**config.mk**
```make
export PLATFORM = sky130hd
export DESIGN_NAME = channel_err_inj
export DESIGN_NICKNAME = d
export VERILOG_FILES = /design/src/rtl/channel_err_inj.sv
export SDC_FILE = /design/constraint.sdc
export NUM_CORES = 1
export LEC_CHECK = 0
export ABC_AREA = 1
export CAP_MARGIN = 40
export CORE_UTILIZATION = 50
export CTS_CLUSTER_SIZE = 24
export DETAILED_ROUTE_END_ITERATION = 10
export DONT_BUFFER_PORTS = 1
export GPL_ROUTABILITY_DRIVEN = 1
export HOLD_SLACK_MARGIN = 0.03
export PLACE_DENSITY = 0.7
export SYNTH_ARGS = -nofsm -noshare
export SYNTH_HDL_FRONTEND = slang
export SYNTH_SLANG_ARGS = --single-unit
```
**constraint.sdc**
```tcl
create_clock -name clk -period 1.1 [get_ports clk]
set_input_delay 0.22 -clock clk [delete_from_list [all_inputs] [get_ports clk]]
set_output_delay 0.22 -clock clk [all_outputs]
set_load 0.02 [all_outputs]
```
**src/rtl/channel_err_inj.sv**
```systemverilog
// -----------------------------------------------------------------------------
// channel_err_inj
//
// Error injector placed between a 2-bit symbol encoder and its decoder. Each
// valid symbol is registered through to the output, XORed with an error mask
// chosen by mode_i:
//   00 pass          - never corrupted
//   01 random single - LSB flipped whenever the LFSR trigger fires
//   10 random burst  - a trigger starts a burst of BURST_LEN corrupted symbols
//   11 forced        - LSB of every valid symbol flipped
//
// The trigger fires when the low N bits of a 16-bit Fibonacci LFSR
// (x^16+x^14+x^13+x^11+1) are all ones. The LFSR value used is the one held
// before that cycle's advance. The LFSR only advances on valid cycles.
//
// Parameters:
//   N          1..15  trigger width (trigger probability about 2^-N)
//   BURST_LEN  1..15  corrupted symbols per burst in mode 10
//   LFSR_SEED         nonzero LFSR reset value
//
// Ports:
//   clk           in   rising-edge clock
//   rst           in   asynchronous active-low reset
//   valid_i       in   sym_i carries a symbol this cycle
//   sym_i[1:0]    in   encoder symbol
//   mode_i[1:0]   in   injection mode (see above)
//   clr_i         in   synchronous clear of the statistics counters
//   valid_o       out  sym_o valid (decoder enable), one cycle after valid_i
//   sym_o[1:0]    out  symbol after injection, sym_i ^ err_o
//   err_o[1:0]    out  error mask applied to sym_o
//   bad_bit_ct_o  out  saturating count of flipped bits
//   sym_ct_o      out  saturating count of valid symbols
//
// Build option:
//   CHAN_ERR_STATS_EN  when defined, the statistics counters and clr_i are
//                      implemented; otherwise both counts read 0 and clr_i
//                      is ignored.
// -----------------------------------------------------------------------------
module channel_err_inj #(
    parameter int unsigned N         = 4,
    parameter int unsigned BURST_LEN = 2,
    parameter logic [15:0] LFSR_SEED = 16'hACE1
) (
    input  logic        clk,
    input  logic        rst,
    input  logic        valid_i,
    input  logic [1:0]  sym_i,
    input  logic [1:0]  mode_i,
    input  logic        clr_i,
    output logic        valid_o,
    output logic [1:0]  sym_o,
    output logic [1:0]  err_o,
    output logic [15:0] bad_bit_ct_o,
    output logic [15:0] sym_ct_o
);

    typedef enum logic [1:0] {
        MODE_PASS   = 2'b00,
        MODE_SINGLE = 2'b01,
        MODE_BURST  = 2'b10,
        MODE_FORCED = 2'b11
    } mode_e;

    typedef enum logic {
        CLEAN = 1'b0,
        BURST = 1'b1
    } state_e;

    // Counter value loaded when a burst starts: the triggering symbol is
    // itself corrupted, so BURST_LEN-1 symbols remain.
    localparam logic [3:0] BURST_LOAD  = 4'(BURST_LEN - 1);
    localparam bit         BURST_MULTI = (BURST_LEN > 1);

    mode_e       mode;
    state_e      state_q, state_d;
    logic [3:0]  cnt_q, cnt_d;
    logic [15:0] lfsr_q;
    logic [15:0] lfsr_next;
    logic        trigger;
    logic [1:0]  err_mask;

    assign mode = mode_e'(mode_i);

    // ------------------------------------------------------------------
    // LFSR: taps at 16,14,13,11 in Fibonacci form, shifting toward bit 0.
    // ------------------------------------------------------------------
    assign lfsr_next = {lfsr_q[0] ^ lfsr_q[2] ^ lfsr_q[3] ^ lfsr_q[5], lfsr_q[15:1]};
    assign trigger   = &lfsr_q[N-1:0];

    always_ff @(posedge clk or negedge rst) begin
        if (!rst) begin
            lfsr_q <= LFSR_SEED;
        end else if (valid_i) begin
            lfsr_q <= lfsr_next;
        end
    end

    // ------------------------------------------------------------------
    // Burst FSM state register
    // ------------------------------------------------------------------
    always_ff @(posedge clk or negedge rst) begin
        if (!rst) begin
            state_q <= CLEAN;
            cnt_q   <= '0;
        end else begin
            state_q <= state_d;
            cnt_q   <= cnt_d;
        end
    end

    // ------------------------------------------------------------------
    // Error mask selection and burst FSM next state
    // ------------------------------------------------------------------
    always_comb begin
        state_d  = state_q;
        cnt_d    = cnt_q;
        err_mask = '0;

        case (mode)
            MODE_PASS: begin
                err_mask = '0;
            end
            MODE_SINGLE: begin
                err_mask = trigger ? 2'b01 : 2'b00;
            end
            MODE_FORCED: begin
                err_mask = 2'b01;
            end
            MODE_BURST: begin
                if (state_q == BURST) begin
                    // Triggers are ignored mid-burst; bursts never overlap.
                    err_mask = 2'b01;
                    if (cnt_q <= 4'd1) begin
                        cnt_d   = '0;
                        state_d = CLEAN;
                    end else begin
                        cnt_d = cnt_q - 4'd1;
                    end
                end else if (trigger) begin
                    err_mask = 2'b01;
                    cnt_d    = BURST_LOAD;
                    state_d  = BURST_MULTI ? BURST : CLEAN;
                end
            end
            default: begin
                err_mask = '0;
            end
        endcase

        // Any other mode on a valid cycle aborts a burst in progress.
        if (mode != MODE_BURST) begin
            state_d = CLEAN;
            cnt_d   = '0;
        end

        // Idle cycles leave the FSM untouched.
        if (!valid_i) begin
            state_d = state_q;
            cnt_d   = cnt_q;
        end
    end

    // ------------------------------------------------------------------
    // Output register: symbol and mask hold across idle cycles.
    // ------------------------------------------------------------------
    always_ff @(posedge clk or negedge rst) begin
        if (!rst) begin
            valid_o <= 1'b0;
            sym_o   <= '0;
            err_o   <= '0;
        end else begin
            valid_o <= valid_i;
            if (valid_i) begin
                sym_o <= sym_i ^ err_mask;
                err_o <= err_mask;
            end
        end
    end

    // ------------------------------------------------------------------
    // Statistics counters (optional)
    // ------------------------------------------------------------------
`ifdef CHAN_ERR_STATS_EN
    logic [15:0] bad_bit_ct_q;
    logic [15:0] sym_ct_q;
    logic [1:0]  flip_ct;
    logic [16:0] bad_sum;

    assign flip_ct = {1'b0, err_mask[1]} + {1'b0, err_mask[0]};
    // One extra bit catches overflow so the count can clamp at all ones.
    assign bad_sum = {1'b0, bad_bit_ct_q} + 17'(flip_ct);

    always_ff @(posedge clk or negedge rst) begin
        if (!rst) begin
            bad_bit_ct_q <= '0;
            sym_ct_q     <= '0;
        end else if (clr_i) begin
            bad_bit_ct_q <= '0;
            sym_ct_q     <= '0;
        end else if (valid_i) begin
            bad_bit_ct_q <= bad_sum[16] ? '1 : bad_sum[15:0];
            if (sym_ct_q != '1) begin
                sym_ct_q <= sym_ct_q + 16'd1;
            end
        end
    end

    assign bad_bit_ct_o = bad_bit_ct_q;
    assign sym_ct_o     = sym_ct_q;
`else
    logic unused_clr;

    assign unused_clr   = clr_i;
    assign bad_bit_ct_o = '0;
    assign sym_ct_o     = '0;
`endif

endmodule

```
==> results of run 1 <==
cell type report:
| type | count | share of cell area (%) |
|---|---|---|
| Multi-Input combinational cell | 133 | 43.47 |
| Sequential cell | 25 | 41.74 |
| Timing Repair Buffer | 11 | 6.738 |
| Inverter | 14 | 3.780 |
| Tap cell | 31 | 2.547 |
| Clock buffer | 4 | 1.726 |
state kept, by name, indices dropped and copies added, names as in the netlist:
register,flops
sym_o,2
state_q,1
cnt_q,4
err_o,1
lfsr_q,16
valid_o,1
worst max-delay path: cells and delay by family, from the launching register on:
kind	cells	cell delay, ns
simple gates	4	0.31
compound gates	1	0.19
buf+inv	1	0.07
fa+ha+maj	1	0.17
flops	1	0.41
cells in the mapped netlist, drive strengths merged:
cell	n
or2	1
o21ai	10
ha	2
conb	1
nand2	63
nor2	9
nand4	1
clkinv	1
dfrtp	17
buf	37
xor2	2
inv	13
dfstp	8
nand3	11
o211ai	1
placed cells by master, fill, tap and decap left out:
master         Yosys  final
nor2_4             2      2
inv_2              3      6
o21ai_0            1      1
ha_2               0      1
o211ai_1           1      1
clkbuf_1           0      1
conb_1             1     33
o21ai_2            1      1
nand2_1           60     56
buf_4             33      7
o21ai_4            0      1
o21ai_1            8      7
nand2_2            1      5
buf_12             0      1
nand2_4            2      2
or2_1              1      1
dfstp_2            8      8
dlygate4sd3_1      0      3
nor2_1             6      6
nand3_2            0      5
ha_4               0      1
xor2_1             2      2
nand3_1           11      6
nand4_1            1      1
clkinv_4           0      1
dfrtp_1           17     17
inv_1             10      7
clkbuf_4           0      3
nor2_2             1      1
cell families after synthesis:
group	count (synthesis)	synth area share, %
simple gates	85	25.94
fa+ha+maj	2	1.740
buf+inv	51	22.37
flops	25	44.21
compound gates	11	4.265
other cells	1	0.2608
xor+xnor	2	1.219
timing repair:
item / 4_1_cts / 5_1_grt
resized for setup: 10 / 5
pin swaps: 9 / 6
endpoints found under the setup margin: 7 / 8
hold buffers: 3 / 1
buffers inserted: 1 / 0
endpoints found under the hold margin: 42 / 15
cloned: 0 / 0
routing by layer:
layer	GRT usage [%]	wire, µm	share of wire, %
met5	0	0	0
met4	6.429	21	0.93
met3	3.023	94	4.2
met2	25.47	1128	50
met1	19.39	1012	45
path summary, 6_finish.rpt:
check | startpoint | end | slack (ns) | cells after the start
worst max-delay path | cnt_q[0] | cnt_q[3] | -0.11 | 7
worst min-delay path | valid_i | lfsr_q[2] | 0.02 | 2
worst max register to register | cnt_q[0] | cnt_q[3] | -0.11 | 7
worst min register to register | lfsr_q[13] | lfsr_q[13] | 0.47 | 2
max in group asynchronous | rst | lfsr_q[6] | 0.56 | 2
min in group asynchronous | rst | cnt_q[2] | 0.32 | 2
through the flow:
step | hold slack (ns) | util, % | total power, µW
after floorplan | -0.07559 | - | 1733
after global placement | -0.07503 | 50.57 | 1713
after detailed placement | -0.07505 | 50.57 | 1742
after CTS | -0.08741 | 54.60 | 2195
after global routing | 0.03471 | 55.70 | 2330
final | 0.01933 | 55.70 | 2200
power breakdown:
| part | total (µW) | switching, µW | internal [µW] |
|---|---|---|---|
| combinational | 506 | 321 | 184 |
| sequential | 1280 | 125 | 1160 |
| clock | 410 | 269 | 142 |
| total | 2200 | 715 | 1480 |
==> summary.txt, run 1 <==
STA
  • Final hold vios: 0
  • F_max: just over 800 MHz
  • Slew @ Worst Pin: 0.5237 ns
  • Slew headroom: 64.97%
  • Clk_skew: 0.003014 ns
  • RSZ-0062 raised after global routing: yes
  • Final min period: 1.212 ns
  • Fin worst setup slack: -0.1123 ns
  • Final setup TNS: -0.5167 ns
  • Slew Viols, Final: 0
  • Crit share post-route: 110.2%
  • Setup-failing EPs final: 7

Global routing
  • Largest net degree at the start of global routing: 26
  • Initial antenna violation count: 0
  • GRT Overall Usage: 15.28%
  • First-pass GRT wire length: 3739 µm
  • Remaining global-route overflow: 0
  • Vias in the first global route: 880

CTS
  • H-tree levels: 1
  • CTS root buffer: clkbuf_4
  • CTS tree: done
  • Longest Clk Path Bufs: 2
  • Clock Sinks: 25
  • Clk pin slew, worst setup/hold paths: 0.13 ns
  • CTS buffer count: 3
  • Worst-skew pair later-pin latency: 0.31 ns

Finish
  • Register area: 635.6 µm²
  • ANT cells: 0
  • Layout cell share with drive strength beyond 1: 24.06%
  • Nets: 198
  • Post-Layout Cell Count: roughly 220
  • Final instance area: 1523 µm²
  • Area occupied by multi-input gates: 661.9 µm²
  • Area grow syn2layout: 5.918%
  • Fillers: 257

Setup path
  • CP max-delay cell: dfrtp_1
  • Data arrival, critical path: 1.48 ns
  • Largest stage delay on the critical path: 0.41 ns
  • Max FO, Critical Path: 3
  • Worst-path cell chain: inv_2, ha_4, o21ai_4, nand3_2, nor2_1, nand3_1, nand2_1
  • Setup crit end kind: flip-flop
  • Crit path kind: flip-flop to flip-flop
  • CP Data Required Time: 1.36 ns
  • CP Launch Type: flip-flop

Floorplanning
  • Core area: approximately 2700 µm²
  • Row cnt: 19
  • Starting Density: 52.59%
  • Die area: 3094 µm²
  • I/O pin count: between 40 and 50
  • Die height: 55.62 µm
  • Die width: 55.62 µm

Route
  • Wire per inst: between 10 and 15 µm
  • Post-DRT Antenna Nets: 0
  • DR vias/cell: 4.550
  • Starting DRT DRC Count: 28
  • Via count: 992
  • Total Routed Length: between 2000 and 2500 µm
  • Drt drc: 0
  • Router iterations before antenna repair: 4

Synthesis
  • Top cell type's share of synthesized area: slightly below 30%
  • Dominant cells by area after synthesis: dfrtp_1 30%, buf_4 17%, nand2_1 16%
  • Synth cell types: 23
  • Register area share after synthesis: 44.21%
  • Area leader, netlist: dfrtp_1
  • Synth Warn #: 0
  • Register bit total from synthesis: 25
  • Mapped Cells: 177
  • Avg Synthesized Cell Area: 8.122 µm²
  • Post-Syn Area: roughly 1400 µm²

Placement
  • Placed cells: roughly 210
  • Place WS: -0.1045 ns
  • I/O Buffers: 0
  • Hpwl dp: 1534 µm
  • Placer Congestion: 0.7431
  • Placed cell area: 1383 µm²

Power
  • Max VDD drop: 0.001115 V
  • Leakage: 0.0008034 µW
  • PwrDens: between 1000 and 1500 nW/µm²

Outcome
  • Failing checks: negative setup slack
  • Outcome: complete, but fails checks

Min path
  • Min-delay worst type: input port to flip-flop

Flow run
  • Max-cap violations: 0
No activity file was read; power rests on OpenSTA's default activity.
==> run 2, diff against run 1 <==
--- a/config.mk
+++ b/config.mk
@@ -6,7 +6,6 @@
 export NUM_CORES = 1
 export LEC_CHECK = 0
 export ABC_AREA = 1
-export CAP_MARGIN = 40
 export CORE_UTILIZATION = 50
 export CTS_CLUSTER_SIZE = 24
 export DETAILED_ROUTE_END_ITERATION = 10
==> results of run 2 <==
Same layout as run 1: the final DEF is identical, and so are final timing and power.
==> run 3, diff against run 2 <==
--- a/config.mk
+++ b/config.mk
@@ -11,7 +11,7 @@
 export DETAILED_ROUTE_END_ITERATION = 10
 export DONT_BUFFER_PORTS = 1
 export GPL_ROUTABILITY_DRIVEN = 1
-export HOLD_SLACK_MARGIN = 0.03
+export HOLD_SLACK_MARGIN = 0.02
 export PLACE_DENSITY = 0.7
 export SYNTH_ARGS = -nofsm -noshare
 export SYNTH_HDL_FRONTEND = slang
==> constraint.sdc (replaced) <==
create_clock -name clk -period 1 [get_ports clk]
set_input_delay 0.2 -clock clk [delete_from_list [all_inputs] [get_ports clk]]
set_output_delay 0.2 -clock clk [all_outputs]
set_load 0.02 [all_outputs]
==> summary.txt, run 3 (same netlist as run 1, synthesis figures left out) <==
Min path
  • Min-delay worst type: input port to flip-flop (unchanged)

Global routing
  • Initial antenna violation count: 0 (unchanged)
  • Remaining global-route overflow: 0 (unchanged)
  • Vias in the first global route: 943 (was 880)
  • First-pass GRT wire length: 3933 µm (was 3739 µm)
  • GRT Overall Usage: 15.95% (was 15.28%)
  • Largest net degree at the start of global routing: 26 (unchanged)

Finish
  • Layout cell share with drive strength beyond 1: 27.55% (was 24.06%)
  • Register area: 640.6 µm² (was 635.6 µm²)
  • Post-Layout Cell Count: 227 (was 218)
  • Final instance area: 1574 µm² (was 1523 µm²)
  • Biggest register: lfsr_q (unchanged)
  • Nets: 207 (was 198)
  • Most frequent cells in the layout: 58 x nand2_1, 33 x conb_1, 16 x buf_4 (was 56 x nand2_1, 33 x conb_1, 17 x dfrtp_1)
  • Max reg flops: 16 (unchanged)
  • ANT cells: 0 (unchanged)
  • Registers with the most flip-flops: lfsr_q (16), cnt_q (4), sym_o (2) (unchanged)
  • Commonest non-fill, non-tap cell in the layout: nand2_1 (unchanged)
  • Area grow syn2layout: 9.487% (was 5.918%)
  • Area occupied by multi-input gates: 639.4 µm² (was 661.9 µm²)
  • Fillers: 246 (was 257)

Setup path
  • CP max-delay cell: dfrtp_1 (unchanged)
  • R2r setup slk: -0.18 ns (was -0.11 ns)
  • WP buf/inv: 2 (was 1)
  • Setup crit end kind: flip-flop (unchanged)
  • Crit path kind: flip-flop to flip-flop (unchanged)
  • Data arrival, critical path: 1.38 ns (was 1.48 ns)
  • Largest stage delay on the critical path: 0.41 ns (about the same)
  • CP dominant cell by count: inv_2
  • CP Launch Type: flip-flop (unchanged)
  • Worst-path cell chain: inv_2, ha_2, o211ai_1, nand2_1, inv_2, nand3_1, o21ai_1 (was inv_2, ha_4, o21ai_4, nand3_2, nor2_1, nand3_1, nand2_1)
  • Top Family by Delay on Critical Path: flip-flops (unchanged)
  • CP Data Required Time: 1.20 ns (was 1.36 ns)
  • Max FO, Critical Path: 3 (unchanged)

CTS
  • Longest Clk Path Bufs: 2 (unchanged)
  • CTS buffer count: 3 (unchanged)
  • Clk pin slew, worst setup/hold paths: 0.14 ns (was 0.13 ns)
  • H-tree levels: 1 (unchanged)
  • Clock Sinks: 25 (unchanged)
  • CTS tree: done (unchanged)
  • Worst-skew pair later-pin latency: 0.31 ns (about the same)
  • CTS root buffer: clkbuf_4 (unchanged)

STA
  • Fin worst setup slack: -0.1798 ns (was -0.1123 ns)
  • Final min period: 1.180 ns (was 1.212 ns)
  • Setup-failing EPs final: 20 (was 7)
  • Slew @ Worst Pin: 0.5602 ns (was 0.5237 ns)
  • Final hold vios: 0 (unchanged)
  • Crit share post-route: 118.0% (was 110.2%)
  • Slew Viols, Final: 0 (unchanged)
  • Clk_skew: 0.002068 ns (was 0.003014 ns)
  • RSZ-0062 raised after global routing: yes (unchanged)
  • Slew headroom: 62.53% (was 64.97%)
  • F_max: 847.6 MHz (was 824.9 MHz)

Outcome
  • Failing checks: negative setup slack (unchanged)
  • Outcome: complete, but fails checks (unchanged)

Power
  • Pint: 1649 µW (was 1484 µW)
  • Sw Share: 32.62% (was 32.52%)
  • Psw: 798.3 µW (was 715.2 µW)
  • Sequential cell fraction of total power: 57.4% (was 58.3%)
  • Total power draw: 2447 µW (was 2200 µW)
  • Leakage: 0.0008376 µW (was 0.0008034 µW)
  • Logic pwr share: 24.2% (was 23.0%)
  • Max VDD drop: 0.001241 V (was 0.001115 V)
  • Clock share of power: 18.4% (was 18.7%)
  • PwrDens: 1555 nW/µm² (was 1444 nW/µm²)

Route
  • Drt drc: 0 (unchanged)
  • Via count: 1029 (was 992)
  • Starting DRT DRC Count: 26 (was 28)
  • Post-DRT Antenna Nets: 0 (unchanged)
  • Total Routed Length: 2428 µm (was 2258 µm)
  • DR vias/cell: 4.533 (was 4.550)
  • Wire per inst: 10.70 µm (was 10.36 µm)
  • Router iterations before antenna repair: 4 (unchanged)

Floorplanning
  • I/O pin count: 45 (unchanged)
  • Die area: 3094 µm² (unchanged)
  • Starting Density: 52.59% (unchanged)
  • Row cnt: 19 (unchanged)
  • Die width: 55.62 µm (unchanged)
  • Die height: 55.62 µm (unchanged)
  • Core area: 2734 µm² (unchanged)

Placement
  • Placed cells: 217 (was 209)
  • Placer Congestion: 0.8268 (was 0.7431)
  • I/O Buffers: 0 (unchanged)
  • Hpwl dp: 1694 µm (was 1534 µm)
  • Placed cell area: 1459 µm² (was 1383 µm²)

Flow run
  • Max-cap violations: 0 (unchanged)
-- run 3: changes by cell type in the layout (fill, tap and decap cells not counted), moves of 2 or more --
| cell | delta |
|---|---|
| nand3_2 | -4 |
| buf_4 | +9 |
| dfrtp_2 | +4 |
| nand2_1 | +2 |
| nand2_2 | -2 |
| nand3_1 | +4 |
| dfrtp_1 | -4 |
-- run 3: cell type report --
| cell class | count | area share (%) |
|---|---|---|
| clock buffer | 3 | 1.431 |
| clock inverter | 1 | 0.3180 |
| inverter | 14 | 3.657 |
| multi-input combinational | 133 | 40.62 |
| sequential | 25 | 40.70 |
| tap | 31 | 2.464 |
| timing repair buffer | 20 | 10.81 |
-- run 3: worst reg2reg max path, stage by stage, from the launching register on --
cell and delay (ns):
dfrtp_1 0.41, inv_2 0.10, ha_2 0.21, o211ai_1 0.10, nand2_1 0.09, inv_2 0.04
nand3_1 0.05, o21ai_1 0.06
-- run 3: metrics by stage --
step	TNS [ns]	worst slack [ns]	hold slack (ns)	utilization (%)
after floorplan	-0.4264	-0.07096	-0.09559	-
after detailed placement	-1.065	-0.1727	-0.09502	53.36
final	-1.584	-0.1798	0.0007558	57.57
after global placement	-0.7952	-0.1357	-0.09503	53.36
after global routing	-2.966	-0.3003	0.02501	57.57
after CTS	-1.258	-0.1978	-0.1145	56.70
-- run 3: repair_timing --
item,in CTS,in global routing
pin swaps,4,1
hold endpoints to repair,42,15
setup buffers,2,0
gates resized for setup,3,6
hold buffers,3,1
endpoints found under the setup margin,11,12
-- run 3: layer usage --
| metal | share of wire (%) | track usage (%) | vias up |
|---|---|---|---|
| li1 | - | - | 513 |
| met5 | 0 | 0 | - |
| met2 | 50 | 27.19 | 30 |
| met4 | 2.0 | 7.143 | 0 |
| met1 | 45 | 19.45 | 480 |
| met3 | 3.4 | 3.256 | 6 |
-- run 3: worst paths after layout --
kind	end	start	cells after the start
setup / recovery	state_q	cnt_q[1]	7
hold / removal	lfsr_q[9]	valid_i	2
setup reg to reg	state_q	cnt_q[1]	7
hold reg to reg	lfsr_q[6]	lfsr_q[6]	2
max in group asynchronous	lfsr_q[11]	rst	2
min in group asynchronous	lfsr_q[3]	rst	2
-- run 3: power groups by stage --
| stage | logic [µW] | clock network (µW) | registers (µW) |
|---|---|---|---|
| 6_report | 591 | 450 | 1400 |
| 5_1_grt | 673 | 489 | 1440 |
| 4_1_cts | 578 | 469 | 1400 |
| 3_5_place_dp | 520 | 0 | 1420 |
| 3_3_place_gp | 493 | 0 | 1420 |
| 2_1_floorplan | 512 | 0 | 1400 |
